$ cat config.mk
export PLATFORM = sky130hd
export DESIGN_NAME = buzzer_arbiter
export DESIGN_NICKNAME = d
export VERILOG_FILES = /design/src/rtl/buzzer_pkg.sv /design/src/rtl/buzzer_tone_gen.sv /design/src/rtl/buzzer_arbiter.sv
export SDC_FILE = /design/constraint.sdc
export NUM_CORES = 1
export LEC_CHECK = 0
export BUFFER_PORTS_ARGS = -buffer_cell sky130_fd_sc_hd__buf_2
export CORE_MARGIN = 4
export CORE_UTILIZATION = 58
export CTS_BUF_LIST = sky130_fd_sc_hd__clkbuf_4
export DETAILED_ROUTE_END_ITERATION = 10
export GPL_TIMING_DRIVEN = 1
export PLACE_DENSITY = 0.91
export RECOVER_POWER = 100
export SYNTH_ARGS = -nofsm -noshare
export SYNTH_HDL_FRONTEND = slang
export SYNTH_HIERARCHICAL = 1
export SYNTH_SLANG_ARGS = --single-unit
$ cat constraint.sdc
create_clock -name clk -period 5 [get_ports clk]
set_clock_uncertainty 0.1 [all_clocks]
set_input_delay 1 -clock clk [delete_from_list [all_inputs] [get_ports clk]]
set_output_delay 1 -clock clk [all_outputs]
set_load 0.005 [all_outputs]
$ cat src/rtl/buzzer_pkg.sv
// Shared definitions for the buzzer arbiter: FSM encoding, requester ids,
// field widths and standard half-period dividers for a 100 MHz clock.
package buzzer_pkg;

  localparam int NREQ  = 3;
  localparam int DIV_W = 22;
  localparam int DUR_W = 10;
  localparam int REP_W = 4;

  typedef enum logic [1:0] {
    IDLE = 2'd0,
    TONE = 2'd1,
    GAP  = 2'd2
  } state_e;

  localparam logic [1:0] ID_ALARM = 2'd0;
  localparam logic [1:0] ID_CLICK = 2'd1;
  localparam logic [1:0] ID_POWER = 2'd2;
  localparam logic [1:0] ID_NONE  = 2'd3;

  // Half-period in clk cycles at 100 MHz.
  localparam logic [DIV_W-1:0] DIV_1KHZ  = 22'd50000;
  localparam logic [DIV_W-1:0] DIV_1K3HZ = 22'd38462;
  localparam logic [DIV_W-1:0] DIV_2KHZ  = 22'd25000;
  localparam logic [DIV_W-1:0] DIV_3KHZ  = 22'd16667;
  localparam logic [DIV_W-1:0] DIV_4KHZ  = 22'd12500;

  // Fixed priority: lowest-numbered asserted requester wins.
  function automatic logic [1:0] pick_id(input logic [NREQ-1:0] req);
    if (req[0])      return ID_ALARM;
    else if (req[1]) return ID_CLICK;
    else if (req[2]) return ID_POWER;
    else             return ID_NONE;
  endfunction

  function automatic logic [NREQ-1:0] id_onehot(input logic [1:0] id);
    return NREQ'(3'b001 << id);
  endfunction

endpackage

$ cat src/rtl/buzzer_tone_gen.sv
// Square-wave generator: toggles tone every div enabled cycles; counter and
// phase clear whenever en is low, and div == 0 holds the tone silent.
module buzzer_tone_gen
  import buzzer_pkg::*;
(
  input  logic             clk,
  input  logic             reset,
  input  logic             en,
  input  logic [DIV_W-1:0] div,
  output logic             tone
);

  logic [DIV_W-1:0] cnt;

  // NOTE: sequential state uses <= so every register samples pre-edge values.
  always_ff @(posedge clk or posedge reset) begin
    if (reset) begin
      cnt  <= '0;
      tone <= 1'b0;
    end else if (!en) begin
      cnt  <= '0;
      tone <= 1'b0;
    end else if (div != '0) begin
      if (cnt == div - DIV_W'(1)) begin
        cnt  <= '0;
        tone <= ~tone;
      end else begin
        cnt <= cnt + DIV_W'(1);
      end
    end
  end

endmodule

$ cat src/rtl/buzzer_arbiter.sv
// Priority arbiter for three buzzer requesters: plays tone/gap sequences with
// ms-accurate timing and lets the finish alarm preempt the other two.
module buzzer_arbiter
  import buzzer_pkg::*;
#(
  parameter int TICK_DIV = 100000,
  parameter int GAP_MS   = 100
) (
  input  logic                  clk,
  input  logic                  reset,
  input  logic [NREQ-1:0]       req,
  input  logic [NREQ*DIV_W-1:0] req_div,
  input  logic [NREQ*DUR_W-1:0] req_dur,
  input  logic [NREQ*REP_W-1:0] req_rep,
  input  logic                  mute,
  output logic [NREQ-1:0]       ack,
  output logic [NREQ-1:0]       done,
  output logic [NREQ-1:0]       aborted,
  output logic                  busy,
  output logic [1:0]            grant_id,
  output logic                  buzzer
);

  localparam int                 CNT_W    = $clog2(TICK_DIV + 1);
  localparam logic [CNT_W-1:0]   CNT_LAST = CNT_W'(TICK_DIV - 1);
  localparam logic [DUR_W-1:0]   GAP_LEN  = DUR_W'(GAP_MS);

  state_e           state, state_next;
  logic [DIV_W-1:0] div_q;
  logic [DUR_W-1:0] dur_q;
  logic [REP_W-1:0] rep_left;
  logic [CNT_W-1:0] ms_cnt;
  logic [DUR_W-1:0] ms_left;
  logic             ack_pend;

  logic [1:0]       sel_id;
  logic [DIV_W-1:0] sel_div;
  logic [DUR_W-1:0] sel_dur, eff_dur;
  logic [REP_W-1:0] sel_rep, eff_rep;
  logic             ms_end;
  logic             load, preempt, fin, tone_start, gap_start, gap_end;
  logic             tone_en, tone;

  always_comb begin
    sel_id = pick_id(req);
    case (sel_id)
      ID_CLICK: begin
        sel_div = req_div[DIV_W +: DIV_W];
        sel_dur = req_dur[DUR_W +: DUR_W];
        sel_rep = req_rep[REP_W +: REP_W];
      end
      ID_POWER: begin
        sel_div = req_div[2*DIV_W +: DIV_W];
        sel_dur = req_dur[2*DUR_W +: DUR_W];
        sel_rep = req_rep[2*REP_W +: REP_W];
      end
      default: begin
        sel_div = req_div[DIV_W-1:0];
        sel_dur = req_dur[DUR_W-1:0];
        sel_rep = req_rep[REP_W-1:0];
      end
    endcase
    eff_dur = (sel_dur == '0) ? DUR_W'(1) : sel_dur;
    eff_rep = (sel_rep == '0) ? REP_W'(1) : sel_rep;
  end

  assign ms_end = (ms_cnt == CNT_LAST) && (ms_left == DUR_W'(1));

  // NOTE: every always_comb output gets a default first, so no latch is inferred.
  always_comb begin
    state_next = state;
    load       = 1'b0;
    preempt    = 1'b0;
    fin        = 1'b0;
    tone_start = 1'b0;
    gap_start  = 1'b0;
    gap_end    = 1'b0;
    case (state)
      IDLE: begin
        if (req != '0) begin
          load       = 1'b1;
          tone_start = 1'b1;
          state_next = TONE;
        end
      end
      TONE, GAP: begin
        if (req[0] && grant_id != ID_ALARM) begin
          preempt    = 1'b1;
          load       = 1'b1;
          tone_start = 1'b1;
          state_next = TONE;
        end else if (ms_end) begin
          if (state == GAP) begin
            gap_end    = 1'b1;
            tone_start = 1'b1;
            state_next = TONE;
          end else if (rep_left > REP_W'(1)) begin
            gap_start  = 1'b1;
            state_next = GAP;
          end else begin
            fin        = 1'b1;
            state_next = IDLE;
          end
        end
      end
      default: state_next = IDLE;
    endcase
  end

  // Clearing the generator on the entry edge restarts phase even on TONE->TONE.
  assign tone_en = (state_next == TONE) && !tone_start;
  assign busy    = (state != IDLE);

  always_ff @(posedge clk or posedge reset) begin
    if (reset) state <= IDLE;
    else       state <= state_next;
  end

  // NOTE: all state here is plain registers (no memories), so all of it is reset.
  always_ff @(posedge clk or posedge reset) begin
    if (reset) begin
      div_q    <= '0;
      dur_q    <= '0;
      rep_left <= '0;
      ms_cnt   <= '0;
      ms_left  <= '0;
      ack_pend <= 1'b0;
      grant_id <= ID_NONE;
      ack      <= '0;
      done     <= '0;
      aborted  <= '0;
      buzzer   <= 1'b0;
    end else begin
      ack      <= '0;
      done     <= '0;
      aborted  <= '0;
      ack_pend <= preempt;
      buzzer   <= tone & tone_en & ~mute;

      // A preempting alarm is acknowledged the cycle after the abort pulse.
      if (ack_pend) ack <= id_onehot(ID_ALARM);
      if (load) begin
        div_q    <= sel_div;
        dur_q    <= eff_dur;
        rep_left <= eff_rep;
        grant_id <= sel_id;
        if (!preempt) ack <= id_onehot(sel_id);
      end
      if (preempt) aborted <= id_onehot(grant_id);
      if (fin) begin
        done     <= id_onehot(grant_id);
        grant_id <= ID_NONE;
      end
      if (gap_end) rep_left <= rep_left - REP_W'(1);

      if (tone_start || gap_start) begin
        ms_cnt  <= '0;
        ms_left <= gap_start ? GAP_LEN : (load ? eff_dur : dur_q);
      end else if (state != IDLE) begin
        if (ms_cnt == CNT_LAST) begin
          ms_cnt  <= '0;
          ms_left <= ms_left - DUR_W'(1);
        end else begin
          ms_cnt <= ms_cnt + CNT_W'(1);
        end
      end
    end
  end

  buzzer_tone_gen u_tone_gen (
    .clk   (clk),
    .reset (reset),
    .en    (tone_en),
    .div   (div_q),
    .tone  (tone)
  );

endmodule

Word level (Yosys, flattened, before mapping)
Cells that the tools add are included.

word-level totals
  flip-flop bits (word level) = 101
  bits of input ports = 114
  output and inout port bits = 13
  word-level logic and storage cells = 112

operators by class
  $add $sub $neg = 5
  order comparisons = 1
  equality and inequality tests = 10
  shift operators = 2
  mux-type cells = 57
  bitwise gates (word level) = 4
  reduce and logical (&&, ||, !) cells = 19

operators with widths
  cell                   number
  $mux 22                3
  $mux 10                6
  $mux 17                3
  $pmux 22 s2            1
  $mux 1                 23
  $add 22x1->22 const B  1
  $eq 22x22->1           1
  $reduce_bool 22->1     1
  $sub 22x1->22 const B  1
  $pmux 10 s2            1
  $mux 2                 9
  $add 17x1->17 const B  1
  $eq 17x17->1 const B   1
  $mux 3                 4
  $mux 4                 3
  $reduce_bool 2->1      6
  $eq 10x1->1 const B    1
  $logic_not 10->1       1
  $sub 10x1->10 const B  1
  $pmux 4 s2             1
  $eq 2x1->1 const B     3
  $shl 1x2->3 const A    2
  $eq 2x2->1 const B     2
  $gt 4x1->1 const B     1
  14 further kinds       21

Depth between registers and ports, before layout
Gate-level depths: netlist of run 1.

  depth in word-level cells = 10
  gate-level depth with buffers = 17
  mapped depth without buffers = 14

Hierarchy
The synthesis of run 1 kept the hierarchy.

modules (own cells, without submodules)
  module           instances  cells each  area an instance (um^2)  sequential area each (um^2)
  buzzer_arbiter   1          551         5001.0                   1954.4
  buzzer_tone_gen  1          228         1924.3                   575.6

Worst setup path before layout of run 1
OpenSTA, ideal clock, no wires.

  kind = input port to flip-flop
  from = input port req[0]
  to = register u_tone_gen.cnt[15]
  setup time = 0.121 ns
  arrival = 3.445 ns
  data required time = 4.779 ns
  slack = 1.334 ns
  stages on the path = 14
  buffers on the path = 2
  cells stage by stage = buf_6 o21a_1 nor2_1 a21boi_2 o21a_1 nor3_1 inv_1 o311a_1 and4_1 clkbuf_1 and2_1 nand2_1 xor2_1 nor2_1

on the way
  longest elaborated chain between the ends = 6
  elaborated cells between the ends (all ways) = 13
  those cells by class = eq/ne: 2; mux: 7; reduce/logical: 4

RTL lines
  item                                                           line                                        text
  start: declaration                                             buzzer_arbiter.sv:11                        input logic [NREQ-1:0] req,
  $reduce_bool 3->1 / $logic_and 1x1->1 (equally long branches)  buzzer_arbiter.sv:80, buzzer_arbiter.sv:87
  $mux 2 (tied with other cells)                                 buzzer_arbiter.sv:80                        if (req != '0) begin
  $pmux 2 s2 / $pmux 1 s2 (equally long branches)                buzzer_arbiter.sv:78                        case (state)
  $eq 2x1->1 / $logic_not 1->1 (equally long branches)           buzzer_arbiter.sv:111                       assign tone_en = (state_next == TONE) && !tone_start;
  $logic_and 1x1->1 *                                            buzzer_arbiter.sv:111
  net tone_en                                                    buzzer_arbiter.sv:42                        logic tone_en, tone;
  $ne 2x1->1 (no source line) / $mux 22 (equally long branches)  --
  end signal: assignment                                         buzzer_tone_gen.sv:28                       cnt <= cnt + DIV_W'(1);
  end: declaration                                               buzzer_tone_gen.sv:13                       logic [DIV_W-1:0] cnt;

Mark *: on every way through the listed nets, which the timed path passes. The rest lies on a longest branch.
A chain may end at the register's enable or synchronous reset.

Worst setup path in the final report of run 1
  from = input port req[2]
  to = register u_tone_gen.cnt[17]

on the way
  longest elaborated chain between the ends = 6
  elaborated cells between the ends (all ways) = 10
  those cells by class = eq/ne: 2; mux: 5; reduce/logical: 3

RTL lines
  item                                                           line
  $reduce_bool 3->1 *                                            buzzer_arbiter.sv:80
  $mux 2 / $mux 1 (equally long branches)                        buzzer_arbiter.sv:80
  $pmux 2 s2 / $pmux 1 s2 (equally long branches)                buzzer_arbiter.sv:78
  $eq 2x1->1 / $logic_not 1->1 (equally long branches)           buzzer_arbiter.sv:111
  $logic_and 1x1->1 *                                            buzzer_arbiter.sv:111
  net tone_en                                                    buzzer_arbiter.sv:42
  $ne 2x1->1 (no source line) / $mux 22 (equally long branches)  --

Marks and branches as above.

==> results.yml, run 1 <==
clock_network:
  cts_setup_buffers: 0
  cts-root-to-sink-buffers: 2
  h-tree-depth: 3
  cts_hold_repair.buffers: 0
  numCtsBuffers: 9
  clkTransAtPathRegs_ns: 0.15
  tritoncts_clock_tree: "done"
  cts_root_buf: "sky130_fd_sc_hd__clkbuf_4"
  cts_repair_resize_count: 0
  clkLatencyLatePin_ns: 0.50
  numClockSinks: 101
cells_and_area:
  layout_common_cells: "sky130_fd_sc_hd__buf_2, sky130_fd_sc_hd__dfrtp_1, sky130_fd_sc_hd__nand2_1, sky130_fd_sc_hd__a21oi_1, sky130_fd_sc_hd__nor2_1"
  diodes: 0
  fin_nets: 996
  share_of_cells_above_drive_strength_1_pct: 19.3
  final_common_cell: "sky130_fd_sc_hd__buf_2"
  fin_util_pct: 65.6
  syn2layout_area_growth_pct: 9.49
  finish.cell_count_without_fillers: 1020
sta:
  final_critical_path_setup_slack_ns: 0.704
  finalCritPeriodShare_pct: 85.9
  final-max-slew-violation-count: 107
  hold_viol: 0
  setup_repair_after_global_routing_missed_its_margin: "no"
  final-setup-viol-count: 0
  slew_headroom_pct: -28.6
  timing_worst_slew_pin_value_ns: 1.92
  setup_total_negative_slack_ns: 0
  finalWorstPathRequiredPeriod_ns: 4.30
  clock.fmax_mhz: 233
synth:
  post-synth-top-area-cell: "sky130_fd_sc_hd__dfrtp_1"
  syn_area_um2: 6930
  yosysTopAreaCellShare_pct: 35.8
  ys_top_cells_by_area: "sky130_fd_sc_hd__dfrtp_1, sky130_fd_sc_hd__a21oi_1, sky130_fd_sc_hd__nand2_1, sky130_fd_sc_hd__xor2_1, sky130_fd_sc_hd__nor2_1"
  synth.avg_cell_area_um2: 8.89
  synthesis.instances: 779
  synth-edff-count: 0
  mappedNetlistNets: 903
  post_synth_num_cell_types: 93
  synthArstFlopShare_pct: 100
  synth_warnings: 6
  sequential_element_share_of_the_synthesized_area_pct: 36.5
  synth_top_flop_cell: "sky130_fd_sc_hd__dfrtp_1"
  synth.ff_latch_count: 101
grt:
  vias_in_the_first_global_route: 5897
  overflow: 0
  grt_first_pass_wirelength_um: 28600
  track_usage_pct: 25.9
  antenna_found_initial: 0
  largest_net_degree_at_the_start_of_global_routing: 48
detailed_routing:
  vias: 6499
  detailedRoute.firstPassIterationCount: 7
  detail-route-antenna-nets: 0
  drt_first_iter_violations: 634
  wire_per_inst_um: 17.4
  detail_route.drc_violations: 0
  vias_per_cell: 6.37
  totalWireLength_um: 17700
hold_path:
  worstHoldStart: "dur_q[6]"
  timing.hold.worst_path_depth: 1
  hold_removal_path_class: "register to register"
  worst_hold_path.endpoint: "dur_q[6]"
floorplan:
  floorplan.die_area_um2: 13800
  rows: 39
  chipWidth_um: 117
  chipHeight_um: 117
  ios: 127
  starting_utilization_of_the_core_area_pct: 59.9
  core_region_area_um2: 11600
power_and_ir_drop:
  power.share.combinational_pct: 9.6
  worst_ir_drop_vdd_v: 0.000160
  fin_total_pwr_mw: 1.36
  static-leakage-power_nw: 3.56
  seq_power_share_pct: 60.3
  p_int_mw: 0.989
  p_clk_share_pct: 30.1
  power-per-cell-area_nw_per_um2: 179
  sw_frac_of_total_pct: 27.1
  power_switching_mw: 0.368
placed_design:
  dp_slack_ns: 0.759
  numPortBuffers: 126
  dpl.hpwl_um: 13200
  gp_congestion: 0.995
  dp.cells: 1004
worst_setup_path:
  regToRegStartpoint: "ms_cnt[0]"
  r2r_setup_slack_ns: 0.73
  timing.critical_path.from_type: "input pin"
  path_class: "input pin to register"
  worst_ep_arrival_time_ns: 4.58
  crit_path_max_fanout: 27
  regToRegEndpoint: "u_tone_gen/cnt[17]"
  rr_worst_depth: 13
  end_kind: "register"
  critPathRequiredTime_ns: 5.29
outcome:
  failed_checks: "max-capacitance violations, max-slew violations"
  outcome: "finished with violations"
job:
  cap_violations: 3
cell usage after synthesis (all sizes together) (5+ instances only):
cell type  instances
nor2              62
a211oi             9
nand3             35
a21o               5
a222oi             8
and4              11
nor3              23
ha                10
nand4             16
and3              14
a21oi             63
inv               20
nor4              11
o21ai             32
and2              14
mux2               7
or3                6
xor2              28
xnor2             18
nand2b             8
nor3b              6
nand4b             5
clkbuf            18
nand3b            26
buf               31
nand2             78
a22oi             15
o21a               6
dfrtp             99
mux2i             19
metrics by stage:
step	area (µm²)	hold WS (ns)
after floorplan	6930	0.338
after global placement	7510	0.367
after detailed placement	7510	0.369
after CTS	7640	0.405
after global routing	7580	0.422
final	7580	0.406
power by group through the flow:
stage | logic, mW | clock network [mW] | registers, mW
3_3_place_gp | 0.131 | 0 | 0.833
6_report | 0.131 | 0.408 | 0.818
5_1_grt | 0.146 | 0.445 | 0.818
3_5_place_dp | 0.132 | 0 | 0.833
2_1_floorplan | 0.0713 | 0 | 0.833
4_1_cts | 0.133 | 0.415 | 0.818
sequential cells by signal (all words and copies together) (netlist names):
signal	cells
buzzer	1
ms_cnt	17
u_tone_gen/cnt	22
u_tone_gen/tone	1
rep_left	4
grant_id	2
ms_left	10
state	2
aborted	3
dur_q	10
done	3
ack	3
div_q	22
ack_pend	1
routing by layer:
layer | wire (µm) | global-route usage (%) | up-vias
li1 | - | - | 3049
met2 | 8500 | 40.9 | 265
met4 | 243 | 6.57 | 0
met1 | 7710 | 36.2 | 3160
met3 | 1260 | 5.91 | 25
met5 | 0 | 0 | -
how the worst max path moves through the flow:
stage / start / to / slack (ns)
2_1_floorplan: req[0] / u_tone_gen/cnt[15] / 1.33
3_3_place_gp: req[0] / u_tone_gen/cnt[15] / 0.90
3_5_place_dp: req[0] / u_tone_gen/cnt[19] / 0.76
4_1_cts: ms_cnt[0] / u_tone_gen/cnt[17] / 0.78
5_1_grt: req[2] / ms_cnt[14] / 0.33
6_report: req[2] / u_tone_gen/cnt[17] / 0.70
cells by family (layout without fill, tap and decap cells):
logic type | Yosys count | in the layout | share of synthesized area (%)
AO/OA/AOI/OAI | 186 | 186 | 18.8
XOR/XNOR | 46 | 46 | 5.82
AND/OR/NAND/NOR | 340 | 340 | 28.1
buffers and inverters | 69 | 167 | 4.86
other | 1 | 1 | 0.0541
multiplexers | 26 | 26 | 3.94
adder cells (fa/ha/maj) | 10 | 10 | 1.81
flip-flops | 101 | 101 | 36.5
critical path, stage by stage:
cell,delay [ns]
sky130_fd_sc_hd__clkbuf_1,0.46
sky130_fd_sc_hd__o31ai_1,0.82
sky130_fd_sc_hd__o2111ai_1,0.30
sky130_fd_sc_hd__nor3_1,0.65
sky130_fd_sc_hd__inv_1,0.13
sky130_fd_sc_hd__o311a_1,0.41
sky130_fd_sc_hd__and4_1,0.30
sky130_fd_sc_hd__and2_0,0.20
sky130_fd_sc_hd__nand2_1,0.08
sky130_fd_sc_hd__xor2_1,0.16
sky130_fd_sc_hd__nor2_1,0.06
final cells by class:
type,count,area (µm²)
multi-input combinational,609,4020
inverter,20,76.3
clock inverter,6,48.8
sequential,101,2530
timing repair buffer,131,652
tap,143,179
clock buffer,10,75.1
fill,926,3980
Power figures use the tool's default switching activity.
==> inputs of run 2 (changes only) <==
--- a/config.mk
+++ b/config.mk
@@ -5,9 +5,10 @@
 export SDC_FILE = /design/constraint.sdc
 export NUM_CORES = 1
 export LEC_CHECK = 0
+export ABC_AREA = 1
 export BUFFER_PORTS_ARGS = -buffer_cell sky130_fd_sc_hd__buf_2
 export CORE_MARGIN = 4
-export CORE_UTILIZATION = 58
+export CORE_UTILIZATION = 59
 export CTS_BUF_LIST = sky130_fd_sc_hd__clkbuf_4
 export DETAILED_ROUTE_END_ITERATION = 10
 export GPL_TIMING_DRIVEN = 1
==> run 2 against run 1 <==
The flow still finishes with violations (max-capacitance violations, max-slew violations). Clock power rose by 7.1%. Maximum frequency rose by 8.5%. Routed wire length rose by 13%. Sequential share of layout area fell by 2.3 points. Flip-flop and latch count did not move. Hold slack improved by 0.0041 ns. Core utilization rose by 1.3 points. Via count rose by 14%. Non-clock buffer count fell by 1. Combinational power rose to 11 times the previous value. Register-to-register slack improved by 0.31 ns.
==> results.yml, run 2 <==
power_and_ir_drop:
  fin_total_pwr_mw: 3.19
  p_clk_share_pct: 13.7
  seq_power_share_pct: 41.8
  power.share.combinational_pct: 44.5
  worst_ir_drop_vdd_v: 0.000254
  power_switching_mw: 1.46
  sw_frac_of_total_pct: 46.0
  power-per-cell-area_nw_per_um2: 392
  static-leakage-power_nw: 4.13
  p_int_mw: 1.72
worst_setup_path:
  rr_worst_depth: 15
  startpoint: "ms_cnt[0]"
  r2r_setup_slack_ns: 1.04
  regToRegStartpoint: "ms_cnt[0]"
  timing.critical_path.from_type: "register"
  worst_ep_arrival_time_ns: 4.26
  crit_path_max_fanout: 18
  max_stage_delay_ns: 0.73
  path_class: "register to register"
  timing.critical_path.mode_cell: "sky130_fd_sc_hd__nand2_1"
  end_kind: "register"
  cp_cell_sequence: "ha_1, nand2_1, nor2_1, nand3_2, nor2_1, nand3_2, nor2_1, nor2_8, nand2_1, inv_1, nand2_1, clkbuf_1, nand2_1, nand2_1, nand2_1"
  cp_max_stage_cell: "sky130_fd_sc_hd__clkbuf_1"
  critPathRequiredTime_ns: 5.30
clock_network:
  h-tree-depth: 3
  cts_hold_repair.buffers: 0
  cts_repair_resize_count: 0
  cts_setup_buffers: 0
  numCtsBuffers: 9
  clkTransAtPathRegs_ns: 0.16
  tritoncts_clock_tree: "done"
  numClockSinks: 101
  clkLatencyLatePin_ns: 0.51
  cts-root-to-sink-buffers: 2
  cts_root_buf: "sky130_fd_sc_hd__clkbuf_4"
cells_and_area:
  final_common_cell: "sky130_fd_sc_hd__nand2_1"
  diodes: 0
  fin_nets: 1296
  multiInputGateArea_um2: 4130
  share_of_cells_above_drive_strength_1_pct: 17.5
  syn2layout_area_growth_pct: 9.37
  final-seq-area_um2: 2530
  top_regs: "div_q x22, u_tone_gen/cnt x22, ms_cnt x17"
  layout_common_cells: "sky130_fd_sc_hd__nand2_1, sky130_fd_sc_hd__nor2_1, sky130_fd_sc_hd__inv_1, sky130_fd_sc_hd__buf_2, sky130_fd_sc_hd__dfrtp_1"
  nFillCells: 1095
sta:
  final-setup-viol-count: 0
  finalWorstPathRequiredPeriod_ns: 3.96
  hold_viol: 0
  final-max-slew-violation-count: 81
  finalCritPeriodShare_pct: 79.2
  setup_total_negative_slack_ns: 0
  timing_worst_slew_pin_value_ns: 2.18
  setup_repair_after_global_routing_missed_its_margin: "no"
  clock.fmax_mhz: 253
  slew_headroom_pct: -45.8
grt:
  track_usage_pct: 27.7
  grt_first_pass_wirelength_um: 32500
  largest_net_degree_at_the_start_of_global_routing: 49
  overflow: 0
  antenna_found_initial: 0
  vias_in_the_first_global_route: 7030
detailed_routing:
  vias_per_cell: 5.51
  drt_first_iter_violations: 677
  vias: 7402
  detail_route.drc_violations: 0
  wire_per_inst_um: 14.9
  detail-route-antenna-nets: 0
  detailedRoute.firstPassIterationCount: 7
  totalWireLength_um: 20000
synth:
  synth_top_flop_cell: "sky130_fd_sc_hd__dfrtp_1"
  yosysTopAreaCellShare_pct: 33.3
  post_synth_num_cell_types: 55
  mappedNetlistNets: 1184
  synth-edff-count: 0
  post-synth-top-area-cell: "sky130_fd_sc_hd__dfrtp_1"
  synth_commonest_cells: "sky130_fd_sc_hd__nand2_1, sky130_fd_sc_hd__nor2_1, sky130_fd_sc_hd__inv_1"
  synth_warnings: 6
  synthesis.instances: 1060
  syn_area_um2: 7440
  ys_top_cells_by_area: "sky130_fd_sc_hd__dfrtp_1, sky130_fd_sc_hd__nand2_1, sky130_fd_sc_hd__nor2_1, sky130_fd_sc_hd__inv_1, sky130_fd_sc_hd__nand3_1"
  synth.avg_cell_area_um2: 7.01
  post-synth-top-count-cell: "sky130_fd_sc_hd__nand2_1"
  synthArstFlopShare_pct: 100
  synth.ff_latch_count: 101
  sequential_element_share_of_the_synthesized_area_pct: 34.0
floorplan:
  chipWidth_um: 120
  core_region_area_um2: 12200
  ios: 127
  chipHeight_um: 120
  starting_utilization_of_the_core_area_pct: 61.1
  floorplan.die_area_um2: 14500
  rows: 40
placed_design:
  gp_congestion: 0.967
  dpl.hpwl_um: 15500
  numPortBuffers: 126
outcome:
  outcome: "finished with violations"
  failed_checks: "max-capacitance violations, max-slew violations"
job:
  cap_violations: 2
hold_path:
  worstHoldStart: "dur_q[9]"
  hold_removal_path_class: "register to register"
  timing.hold.worst_path_depth: 2
==> run 2: cell types whose count changed after synthesis, sizes merged, moves of 10 or more <==
cell and change:
nand3b -22, and3 -14, and2 -12, clkbuf -10, buf -10, a21oi -32
mux2i -19, nor2 +98, o21ai +12, inv +108, a41oi +11, and4 -11
nand2 +261, nand3 +36
==> run 2: logic make-up after synthesis <==
kind of cell             share of synthesized area, %
other                                          0.0504
XOR/XNOR                                         5.47
AND/OR/NAND/NOR                                  37.6
AO/OA/AOI/OAI                                    11.3
multiplexers                                    0.202
flip-flops                                       34.0
adder cells (fa/ha/maj)                          1.68
buffers and inverters                            9.74
==> run 2: layout make-up <==
cell class                 instances  share of cell area [%]
clock buffer                       9                   0.831
clock inverter                     6                   0.769
inverter                         131                    6.06
multi-input combinational        799                    50.8
sequential                       101                    31.1
tap                              168                    2.58
timing repair buffer             130                    7.89
==> run 2: worst max-delay path: cells and delay by family (launching register included) <==
| kind | cells | cell delay (ns) |
|---|---|---|
| buffers and inverters | 2 | 0.88 |
| and+or+nand+nor | 12 | 2.21 |
| adders and majority gates | 1 | 0.27 |
| DFF | 1 | 0.40 |
==> run 2: power by group through the flow <==
stage	Combinational, mW	Sequential [mW]	Clock, mW
after floorplan	1.18	1.25	0
after global placement	1.38	1.33	0
after detailed placement	1.42	1.34	0
after CTS	1.43	1.33	0.444
after global routing	1.63	1.36	0.472
final	1.42	1.33	0.437
==> run 2: layer usage <==
| layer | wire length, µm | share of wire, % | GRT usage, % | vias to the layer above |
|---|---|---|---|---|
| li1 | - | - | - | 3608 |
| met1 | 8620 | 43 | 36.1 | 3417 |
| met2 | 9250 | 46 | 46.1 | 326 |
| met3 | 1570 | 7.9 | 5.61 | 51 |
| met4 | 597 | 3.0 | 9.77 | 0 |
| met5 | 0 | 0 | 0 | - |
==> run 2: worst paths after layout <==
path	endpoint
worst max register to register	u_tone_gen/tone
min in group asynchronous	u_tone_gen/cnt[14]
max in group asynchronous	div_q[14]
worst min-delay path	dur_q[9]
worst min register to register	dur_q[9]
worst max-delay path	u_tone_gen/tone
==> run 2: metrics by stage <==
step	cells	util [%]	setup slack [ns]	hold slack (ns)	area [µm²]
4_1_cts	1344	67.5	1.53	0.411	8210
3_5_place_dp	1329	66.4	1.37	0.373	8080
5_1_grt	1344	66.9	0.689	0.435	8130
2_1_floorplan	1060	-	1.91	0.345	7440
6_report	1344	66.9	1.04	0.410	8130
3_3_place_gp	1329	66.4	1.46	0.365	8080
==> inputs of run 3 (changes only) <==
--- a/config.mk
+++ b/config.mk
@@ -8,11 +8,11 @@
 export ABC_AREA = 1
 export BUFFER_PORTS_ARGS = -buffer_cell sky130_fd_sc_hd__buf_2
 export CORE_MARGIN = 4
-export CORE_UTILIZATION = 59
+export CORE_UTILIZATION = 53
 export CTS_BUF_LIST = sky130_fd_sc_hd__clkbuf_4
 export DETAILED_ROUTE_END_ITERATION = 10
 export GPL_TIMING_DRIVEN = 1
-export PLACE_DENSITY = 0.91
+export PLACE_DENSITY = 0.87
 export RECOVER_POWER = 100
 export SYNTH_ARGS = -nofsm -noshare
 export SYNTH_HDL_FRONTEND = slang
==> constraint.sdc (replaced) <==
create_clock -name clk -period 3.2 [get_ports clk]
set_clock_uncertainty 0.1 [all_clocks]
set_input_delay 0.64 -clock clk [delete_from_list [all_inputs] [get_ports clk]]
set_output_delay 0.64 -clock clk [all_outputs]
set_load 0.005 [all_outputs]
==> run 3 against run 2 <==
The flow now finishes without violations. Register-to-register slack worse by 0.77 ns. Hold slack worse by 0.18 ns. Cell area up 1.2%. Clock power up 48%. Sequential power up 56%. Critical endpoint is now u_tone_gen/cnt[14]. Global-route usage down 2.9 points. Power up 55%. Critical path depth up 1.
==> results.yml, run 3 (synthesis results as in run 2) <==
sta:
  setup_total_negative_slack_ns: 0
  finalCritPeriodShare_pct: 91.5
  slew_headroom_pct: 1.61
  finalWorstPathRequiredPeriod_ns: 2.93
  hold_viol: 0
  final-setup-viol-count: 0
  final-max-slew-violation-count: 0
  timing_worst_slew_pin_value_ns: 1.48
  setup_repair_after_global_routing_missed_its_margin: "no"
  clock.fmax_mhz: 342
worst_setup_path:
  critPathRequiredTime_ns: 3.51
  regToRegEndpoint: "u_tone_gen/cnt[14]"
  r2r_setup_slack_ns: 0.27
  rr_worst_depth: 16
  end_kind: "register"
  timing.critical_path.from_type: "register"
  path_class: "register to register"
  regToRegStartpoint: "ms_cnt[1]"
  crit_path_max_fanout: 12
  worst_ep_arrival_time_ns: 3.23
grt:
  grt_first_pass_wirelength_um: 33000
  largest_net_degree_at_the_start_of_global_routing: 61
  vias_in_the_first_global_route: 7024
  antenna_found_initial: 1
  track_usage_pct: 24.9
  overflow: 0
clock_network:
  cts_hold_repair.buffers: 0
  numClockSinks: 101
  clkTransAtPathRegs_ns: 0.14
  tritoncts_clock_tree: "done"
  clkLatencyLatePin_ns: 0.49
  cts_root_buf: "sky130_fd_sc_hd__clkbuf_4"
  h-tree-depth: 3
  numCtsBuffers: 9
  cts-root-to-sink-buffers: 2
floorplan:
  chipHeight_um: 126
  ios: 127
  core_region_area_um2: 13800
  chipWidth_um: 126
  starting_utilization_of_the_core_area_pct: 53.8
  rows: 43
  floorplan.die_area_um2: 16000
power_and_ir_drop:
  static-leakage-power_nw: 4.18
  power-per-cell-area_nw_per_um2: 600
  worst_ir_drop_vdd_v: 0.000390
detailed_routing:
  detailedRoute.firstPassIterationCount: 5
  detail-route-antenna-nets: 0
  totalWireLength_um: 19700
  vias: 7377
  wire_per_inst_um: 14.4
  vias_per_cell: 5.40
  detail_route.drc_violations: 0
  drt_first_iter_violations: 460
placed_design:
  dp.cells: 1348
  dpl.hpwl_um: 15300
  numPortBuffers: 126
  detailed_place.area_um2: 8170
  gp_congestion: 1.00
job:
  cap_violations: 0
hold_path:
  hold_removal_path_class: "input pin to asynchronous set/reset pin"
cells_and_area:
  fin_nets: 1305
  final-seq-area_um2: 2530
  final_common_cell: "sky130_fd_sc_hd__nand2_1"
  finish.cell_count_without_fillers: 1367
  multiInputGateArea_um2: 4130
  syn2layout_area_growth_pct: 10.7
  layout_common_cells: "sky130_fd_sc_hd__nand2_1, sky130_fd_sc_hd__nor2_1, sky130_fd_sc_hd__inv_1, sky130_fd_sc_hd__buf_2, sky130_fd_sc_hd__dfrtp_1"
  share_of_cells_above_drive_strength_1_pct: 18.0
  top_regs: "div_q x22, u_tone_gen/cnt x22, ms_cnt x17"
  nFillCells: 1230
  final_design_area_no_fill_um2: 8230
outcome:
  outcome: "completed"
[run 3: cell count changes in the layout (fill, tap and decap cells not counted), moves of 3 or more]
cell,change
sky130_fd_sc_hd__a21oi_1,+6
sky130_fd_sc_hd__a21oi_2,-6
sky130_fd_sc_hd__buf_4,+8
sky130_fd_sc_hd__clkbuf_2,+3
sky130_fd_sc_hd__clkinv_1,+3
sky130_fd_sc_hd__nor2_1,-4
[run 3: worst max-delay path by stage]
stage                     depth (start not counted)  slack (ns)                  to      start
after floorplan                                   1        0.47          aborted[0]      reset
after global placement                           16        0.33  u_tone_gen/cnt[18]     req[0]
after detailed placement                         16        0.22  u_tone_gen/cnt[18]     req[0]
after CTS                                        14        0.21  u_tone_gen/cnt[14]   state[0]
after global routing                             17       0.006  u_tone_gen/cnt[18]  ms_cnt[1]
final                                            16        0.27  u_tone_gen/cnt[14]  ms_cnt[1]
[run 3: layout make-up]
type                       count  area share, %
multi-input combinational    799           50.1
clock inverter                 6          0.654
timing repair buffer         139           8.79
sequential                   101           30.7
tap                          180           2.74
inverter                     131           6.00
clock buffer                  10          0.912
antenna                        1         0.0304
[run 3: worst max-delay path, cell delays in order, from the launching register on]
cell and delay (ns):
sky130_fd_sc_hd__dfrtp_1 0.40, sky130_fd_sc_hd__ha_1 0.22, sky130_fd_sc_hd__nand2_1 0.10, sky130_fd_sc_hd__nor2_2 0.16, sky130_fd_sc_hd__nand3_2 0.10, sky130_fd_sc_hd__nor2_4 0.16, sky130_fd_sc_hd__nand2_1 0.09, sky130_fd_sc_hd__a21oi_1 0.15
sky130_fd_sc_hd__nor2_1 0.07, sky130_fd_sc_hd__nor2_1 0.13, sky130_fd_sc_hd__nand2_1 0.09, sky130_fd_sc_hd__inv_1 0.09, sky130_fd_sc_hd__nand4_2 0.34, sky130_fd_sc_hd__nand2_1 0.22, sky130_fd_sc_hd__nor2_1 0.09, sky130_fd_sc_hd__xor2_1 0.15
sky130_fd_sc_hd__a21boi_0 0.20
[run 3: layer usage]
metal | global-route usage [%] | routed length, µm | vias to the layer above
li1 | - | - | 3632
met1 | 31.9 | 8360 | 3402
met2 | 41.8 | 9400 | 292
met3 | 4.55 | 1400 | 51
met4 | 9.34 | 564 | 0
met5 | 0 | 0 | -
[run 3: power by group]
group / switching, mW / leakage (nW) / internal, mW
logic: 1.40 / 2.83 / 0.830
clock network: 0.408 / 0.0689 / 0.238
registers: 0.430 / 1.28 / 1.64
[run 3: per-stage QoR]
stage	hold slack (ns)	power (mW)	util [%]	worst slack [ns]
4_1_cts	0.0120	4.99	60.0	0.213
6_report	0.228	4.94	59.5	0.273
5_1_grt	0.196	5.39	59.5	0.00636
3_5_place_dp	0.374	4.32	59.1	0.223
3_3_place_gp	0.362	4.25	59.1	0.326
2_1_floorplan	0.345	3.79	-	0.468
[run 3: timing repair]
| item | in CTS | in global routing |
|---|---|---|
| endpoints found under the hold margin | 0 | 0 |
| endpoints found under the setup margin | 0 | 4 |
| buffers inserted | 0 | 2 |
| resized for setup | 0 | 2 |
